--- config.mk ---
export PLATFORM = sky130hd
export DESIGN_NAME = mig_seq_evaluator
export DESIGN_NICKNAME = d
export VERILOG_FILES = /design/src/rtl/mig_seq_evaluator.sv
export SDC_FILE = /design/constraint.sdc
export NUM_CORES = 1
export LEC_CHECK = 0
export CORE_MARGIN = 10
export CORE_UTILIZATION = 55
export CTS_CLUSTER_SIZE = 40
export DETAILED_ROUTE_END_ITERATION = 10
export GPL_TIMING_DRIVEN = 0
export PLACE_DENSITY = 0.75
export SETUP_SLACK_MARGIN = 0.05
export SLEW_MARGIN = 20
export SYNTH_ARGS = -nofsm -noshare
export SYNTH_HDL_FRONTEND = slang
export SYNTH_SLANG_ARGS = --single-unit
--- constraint.sdc ---
create_clock -name clk -period 9.5 [get_ports clk]
set_clock_uncertainty 0.05 [all_clocks]
set_input_delay 1.9 -clock clk [delete_from_list [all_inputs] [get_ports clk]]
set_output_delay 1.9 -clock clk [all_outputs]
set_load 0.02 [all_outputs]
--- src/rtl/mig_seq_evaluator.sv ---
// mig_seq_evaluator
// Run-time programmable majority-inverter-graph evaluator. The gate table is
// loaded through the cfg_* port while idle. Gates are then evaluated one per
// clock, either for a single input vector or swept over every input pattern
// to build a complete truth table.
module mig_seq_evaluator #(
  parameter int NUM_INPUTS = 4,
  parameter int MAX_GATES  = 8,
  parameter int SEL_W      = $clog2(1 + NUM_INPUTS + MAX_GATES)
) (
  input  logic                               clk,
  input  logic                               rst,
  input  logic                               cfg_we,
  input  logic [$clog2(MAX_GATES)-1:0]       cfg_addr,
  input  logic [3*SEL_W+2:0]                 cfg_data,
  input  logic [$clog2(MAX_GATES+1)-1:0]     cfg_num_gates,
  input  logic [SEL_W-1:0]                   cfg_out_sel,
  input  logic                               cfg_out_inv,
  output logic                               cfg_ready,
  input  logic                               in_valid,
  output logic                               in_ready,
  input  logic [NUM_INPUTS-1:0]              in_x,
  input  logic                               sweep_req,
  output logic                               out_valid,
  input  logic                               out_ready,
  output logic                               out_y,
  output logic [(1<<NUM_INPUTS)-1:0]         out_tt,
  output logic                               out_is_sweep
);

  localparam int ADDR_W     = $clog2(MAX_GATES);
  localparam int NG_W       = $clog2(MAX_GATES + 1);
  localparam int CFG_W      = 3 * SEL_W + 3;
  localparam int NUM_PAT    = 1 << NUM_INPUTS;
  localparam int FIRST_GATE = NUM_INPUTS + 1;
  localparam logic [NUM_INPUTS-1:0] PAT_LAST = {NUM_INPUTS{1'b1}};

  typedef enum logic [1:0] {S_IDLE, S_EVAL, S_NEXT, S_DONE} state_t;

  state_t state_q, state_d;

  // Gate table. It is small, so it is read combinationally to keep the
  // one-gate-per-clock rate. It is deliberately not cleared by reset.
  logic [CFG_W-1:0] table_q [MAX_GATES];

  // Captured operation parameters and evaluation state
  logic [NUM_INPUTS-1:0] x_q, x_d;
  logic [NUM_INPUTS-1:0] pat_q, pat_d;
  logic [NG_W-1:0]       k_q, k_d;
  logic [NG_W-1:0]       num_gates_q, num_gates_d;
  logic [SEL_W-1:0]      out_sel_q, out_sel_d;
  logic                  out_inv_q, out_inv_d;
  logic                  sweep_q, sweep_d;
  logic [MAX_GATES-1:0]  gate_val_q, gate_val_d;

  // Result registers
  logic                  out_y_q, out_y_d;
  logic [NUM_PAT-1:0]    out_tt_q, out_tt_d;
  logic                  out_is_sweep_q, out_is_sweep_d;

  // Gate evaluation datapath
  logic [NG_W-1:0]       eval_k;
  logic [NUM_INPUTS-1:0] eval_x;
  logic [NUM_INPUTS-1:0] cur_x;
  logic [CFG_W-1:0]      entry;
  logic [SEL_W-1:0]      sel_a, sel_b, sel_c;
  logic                  val_a, val_b, val_c;
  logic                  gate_new;
  logic                  result;
  logic [NG_W-1:0]       num_gates_in;
  logic                  accept;

  // Value of a node as seen by a consumer that may only look at the first
  // 'visible' gates. Constant node, forward/self references and selects
  // past the table all fall through to 0.
  function automatic logic node_value(
    input logic [SEL_W-1:0]      sel,
    input logic [NUM_INPUTS-1:0] x,
    input logic [MAX_GATES-1:0]  gv,
    input int                    visible
  );
    logic v;
    v = 1'b0;
    for (int i = 0; i < NUM_INPUTS; i++) begin
      if (int'(sel) == i + 1) v = x[i];
    end
    for (int g = 0; g < MAX_GATES; g++) begin
      if (int'(sel) == FIRST_GATE + g && g < visible) v = gv[g];
    end
    return v;
  endfunction

  assign accept       = sweep_req || in_valid;
  assign num_gates_in = (cfg_num_gates > NG_W'(MAX_GATES)) ? NG_W'(MAX_GATES)
                                                          : cfg_num_gates;
  assign cur_x        = sweep_q ? pat_q : x_q;

  // Evaluate the current gate. In NEXT of a sweep the evaluator is lent to
  // gate 0 of the following pattern: gate 0 can only see the constant and
  // the primary inputs, so it needs nothing from the pattern being finished.
  always_comb begin
    eval_k   = (state_q == S_NEXT) ? '0 : k_q;
    eval_x   = (state_q == S_NEXT) ? pat_q + NUM_INPUTS'(1) : cur_x;
    entry    = table_q[eval_k[ADDR_W-1:0]];
    sel_a    = entry[CFG_W-1 -: SEL_W];
    sel_b    = entry[CFG_W-1-SEL_W -: SEL_W];
    sel_c    = entry[SEL_W+2 -: SEL_W];
    val_a    = node_value(sel_a, eval_x, gate_val_q, int'(eval_k)) ^ entry[2];
    val_b    = node_value(sel_b, eval_x, gate_val_q, int'(eval_k)) ^ entry[1];
    val_c    = node_value(sel_c, eval_x, gate_val_q, int'(eval_k)) ^ entry[0];
    gate_new = (val_a & val_b) | (val_a & val_c) | (val_b & val_c);
    result   = node_value(out_sel_q, cur_x, gate_val_q, MAX_GATES) ^ out_inv_q;
  end

  // Gate-table writes, accepted only while idle
  always_ff @(posedge clk) begin
    if (cfg_we && state_q == S_IDLE) begin
      table_q[cfg_addr] <= cfg_data;
    end
  end

  // FSM state register
  always_ff @(posedge clk or posedge rst) begin
    if (rst) begin
      state_q <= S_IDLE;
    end else begin
      state_q <= state_d;
    end
  end

  // FSM next-state logic
  always_comb begin
    state_d = state_q;
    case (state_q)
      S_IDLE: if (accept) state_d = S_EVAL;
      S_EVAL: if (k_q == num_gates_q) state_d = S_NEXT;
      S_NEXT: begin
        if (!sweep_q || pat_q == PAT_LAST) begin
          state_d = S_DONE;
        end else if (num_gates_q == '0) begin
          // No gates: the next pattern's result is ready immediately
          state_d = S_NEXT;
        end else begin
          state_d = S_EVAL;
        end
      end
      S_DONE: if (out_ready) state_d = S_IDLE;
      default: state_d = S_IDLE;
    endcase
  end

  // FSM output decode
  always_comb begin
    cfg_ready = (state_q == S_IDLE);
    in_ready  = (state_q == S_IDLE);
    out_valid = (state_q == S_DONE);
  end

  // Datapath next-state: capture, gate evaluation, result collection
  always_comb begin
    x_d            = x_q;
    pat_d          = pat_q;
    k_d            = k_q;
    num_gates_d    = num_gates_q;
    out_sel_d      = out_sel_q;
    out_inv_d      = out_inv_q;
    sweep_d        = sweep_q;
    gate_val_d     = gate_val_q;
    out_y_d        = out_y_q;
    out_tt_d       = out_tt_q;
    out_is_sweep_d = out_is_sweep_q;
    case (state_q)
      S_IDLE: begin
        if (accept) begin
          x_d         = in_x;
          pat_d       = '0;
          k_d         = '0;
          num_gates_d = num_gates_in;
          out_sel_d   = cfg_out_sel;
          out_inv_d   = cfg_out_inv;
          sweep_d     = sweep_req;
          gate_val_d  = '0;
        end
      end
      S_EVAL: begin
        if (k_q != num_gates_q) begin
          gate_val_d[k_q[ADDR_W-1:0]] = gate_new;
          k_d = k_q + NG_W'(1);
        end
      end
      S_NEXT: begin
        if (!sweep_q) begin
          out_y_d        = result;
          out_is_sweep_d = 1'b0;
        end else begin
          out_tt_d[pat_q] = result;
          if (pat_q == PAT_LAST) begin
            out_is_sweep_d = 1'b1;
          end else begin
            pat_d      = pat_q + NUM_INPUTS'(1);
            gate_val_d = '0;
            k_d        = '0;
            if (num_gates_q != '0) begin
              gate_val_d[0] = gate_new;
              k_d           = NG_W'(1);
            end
          end
        end
      end
      default: ;
    endcase
  end

  // Datapath registers
  always_ff @(posedge clk or posedge rst) begin
    if (rst) begin
      x_q            <= '0;
      pat_q          <= '0;
      k_q            <= '0;
      num_gates_q    <= '0;
      out_sel_q      <= '0;
      out_inv_q      <= 1'b0;
      sweep_q        <= 1'b0;
      gate_val_q     <= '0;
      out_y_q        <= 1'b0;
      out_tt_q       <= '0;
      out_is_sweep_q <= 1'b0;
    end else begin
      x_q            <= x_d;
      pat_q          <= pat_d;
      k_q            <= k_d;
      num_gates_q    <= num_gates_d;
      out_sel_q      <= out_sel_d;
      out_inv_q      <= out_inv_d;
      sweep_q        <= sweep_d;
      gate_val_q     <= gate_val_d;
      out_y_q        <= out_y_d;
      out_tt_q       <= out_tt_d;
      out_is_sweep_q <= out_is_sweep_d;
    end
  end

  assign out_y        = out_y_q;
  assign out_tt       = out_tt_q;
  assign out_is_sweep = out_is_sweep_q;

endmodule
==> impl_metrics.toml <==
[place]
place.gp.congestion = 0.928
dp_hpwl_um = 15400
port_buffers = 57

[timing]
relSlewSlack_pct = 38.8
tns_ps = 0
report.final.setup_viol = 0
rsz0062_at_grt = "false"
hold_viol = 0
period_share_pct = 46.8
period_minus_slack_ps = 4450
worst_pin_slew_ps = 916
maxSlewViolCount = 0
fmax_mhz = 225

[critical_path]
crit_type = "reg2reg"
critical_path.max_fanout = 10
required_ps = 9770
reg2reg_depth = 13
crit_start = "state_q[0]"
reg2reg_to = "gate_val_q[7]"
start_kind = "flip-flop"
cp-endpoint = "gate_val_q[7]"
rrSetupSlack_ps = 5050
worstSetupEndpointType = "flip-flop"
worstPathArrival_ps = 4720
r2r_start = "state_q[0]"

[synth]
synth_enable_flop_cells = 120
synth-warning-count = 0
ys_seq_area_share_pct = 57.4
synth_xor_area_share_pct = 0.814
yosys.area_share.adder_pct = 1.33
synth_compound_area_share_pct = 14.3
synth_cell_type_count = 80
async_flop_share_pct = 29.4
synthMuxAreaShare_pct = 11.4
syn_area_per_cell_um2 = 12.6
synthFlopType = "edfxtp_1"
synth_simple_gate_area_share_pct = 11.2
synth-seq-cells = 170
synth_top_family_by_area = "compound AO/OA/AOI/OAI gates"
synth_nets = 719
syn_inst = 673
syn_area_um2 = 8460

[finish]
num_antenna_cells = 0
fin_nets = 806
syn_to_final_growth_pct = 17.9
drive_above_1_share_pct = 19.1
final_common_cell = "edfxtp_1"
final_util_pct = 65.8
layout_common_cells = "edfxtp_1, clkdlybuf4s50_1, dfrtp_1, nand2_1, mux2_2"

[routing]
vias = 5940
drt-pass1-iter-count = 7
drt-total-wl_um = 21300
viasPerCell = 6.18
drt_iter0_drc = 518
postRouteAntennaNets = 0
wl_per_cell_um = 22.2
drc = 0

[die]
initial_core_util_pct = 55.8
die_area_um2 = 20700
num_rows = 45
core_um2 = 15100
io_pins = 58
die_h_um = 144
dieWidth_um = 144

[status]
status = "finished clean"

[grt]
antenna_found_initial = 0
grt_pass1_wl_um = 33100
overflow = 0
grt_pass1_vias = 6003
grt_max_degree = 35
grt_use_total_pct = 21.0

[run]
cap_violations = 0

[clock_tree]
cts.sinks = 170
clk_latency_ps = 440
holdBufCountCts = 0
h-tree-depth = 4
cts_tree = "built"
path_clk_slew_ps = 70
cts_resized = 0
post-cts-setup-buffers = 0
cts_root_buffer = "clkbuf_16"
cts_inserted_buffers = 17
ctsLongestPathBuffers = 2

[power]
irDropWorstVdd_mv = 0.169
p_leak_nw = 3.61
power_density_nw_per_um2 = 267

[worst_hold_path]
hold_start = "out_tt[8]"
hold_path_class = "reg2reg"
holdPathStages = 1
-- worst min path at each step --
stage | end
after global placement | out_tt[8]
after global routing | out_tt[14]
after CTS | out_tt[3]
after detailed placement | out_tt[3]
final | out_tt[8]
after floorplan | x_q[1]
-- state kept, by name (all words and copies together), names as in the netlist --
signal / count
k_q: 4
out_y: 1
sweep_q: 1
out_is_sweep: 1
gate_val_q: 8
out_tt: 16
pat_q: 4
x_q: 4
state_q: 2
num_gates_q: 4
table_q: 120
out_inv_q: 1
out_sel_q: 4
-- metrics by stage --
step | worst slack [ps] | instance area (um^2) | total power [mW] | std cells | hold WS [ps]
floorplan | 5870 | 8460 | 1.69 | 673 | 425
global placement | 4270 | 9260 | 1.96 | 918 | 441
detailed placement | 5160 | 9420 | 2.00 | 929 | 445
CTS | 5140 | 9970 | 2.66 | 961 | 459
global route | 4750 | 9970 | 2.80 | 961 | 478
finish | 5050 | 9970 | 2.66 | 961 | 456
-- final cells by class --
| class | count | area, um^2 |
|---|---|---|
| buffer | 39 | 226 |
| timing repair buffer | 68 | 699 |
| multi-input combinational | 445 | 3330 |
| fill | 1132 | 5170 |
| clock inverter | 15 | 130 |
| sequential | 170 | 4850 |
| tap | 188 | 235 |
| clock buffer | 17 | 425 |
| inverter | 19 | 71.3 |
-- kinds of logic (layout without fill, tap and decap cells) --
kind of cell,count (synthesis),count (layout)
compound gates,162,162
xor+xnor,7,7
fa+ha+maj,9,9
buf+inv,58,158
flops,170,170
mux,79,79
simple gates,188,188
-- cells in the mapped netlist (4+ instances only) --
| cell type | number | area (um^2) |
|---|---|---|
| clkbuf_1 | 14 | 52.6 |
| inv_1 | 18 | 67.6 |
| ha_1 | 9 | 113 |
| nand3b_1 | 7 | 52.6 |
| buf_2 | 7 | 35.0 |
| a31oi_1 | 4 | 25.0 |
| a22o_1 | 10 | 87.6 |
| nor2b_1 | 13 | 81.3 |
| nor2_1 | 42 | 158 |
| nor3_1 | 23 | 115 |
| a211oi_1 | 8 | 60.1 |
| buf_4 | 9 | 67.6 |
| and2_1 | 5 | 31.3 |
| dfrtp_1 | 50 | 1250 |
| nand2b_1 | 14 | 87.6 |
| a21oi_1 | 34 | 170 |
| nand3_1 | 14 | 70.1 |
| o31ai_1 | 5 | 37.5 |
| mux2_2 | 40 | 450 |
| edfxtp_1 | 120 | 3600 |
| o22ai_1 | 15 | 93.8 |
| mux4_2 | 9 | 203 |
| o21ai_0 | 28 | 140 |
| buf_6 | 5 | 56.3 |
| o21ai_1 | 5 | 25.0 |
| mux2i_1 | 25 | 250 |
| xor2_1 | 4 | 35.0 |
| buf_1 | 4 | 15.0 |
| nand2_1 | 48 | 180 |
-- layer usage --
| metal | global-route usage [%] | vias up | routed length, um |
|---|---|---|---|
| met5 | 0 | - | 0 |
| met4 | 7.95 | 0 | 556 |
| met3 | 4.99 | 41 | 1250 |
| met2 | 34.6 | 228 | 10400 |
| met1 | 26.4 | 2934 | 9100 |
| li1 | - | 2737 | - |
-- worst max-delay path: stages (launching register included) --
cell and delay, ps:
dfrtp_1 420, inv_1 130, ha_1 310, buf_6 200, buf_4 200, buf_2 290
buf_2 320, buf_1 500, a21boi_0 570, a21oi_1 300, nand3_1 390, nor2_1 110
a22o_4 300, a22o_1 240
-- power breakdown --
part	switching, mW	total (mW)	leakage, nW	internal [mW]
registers	0.0598	0.928	1.74	0.868
logic	0.635	1.07	1.60	0.434
clock network	0.317	0.661	0.272	0.344
total	1.01	2.66	3.61	1.65
Note: power is estimated with default switching activity, not from simulation.
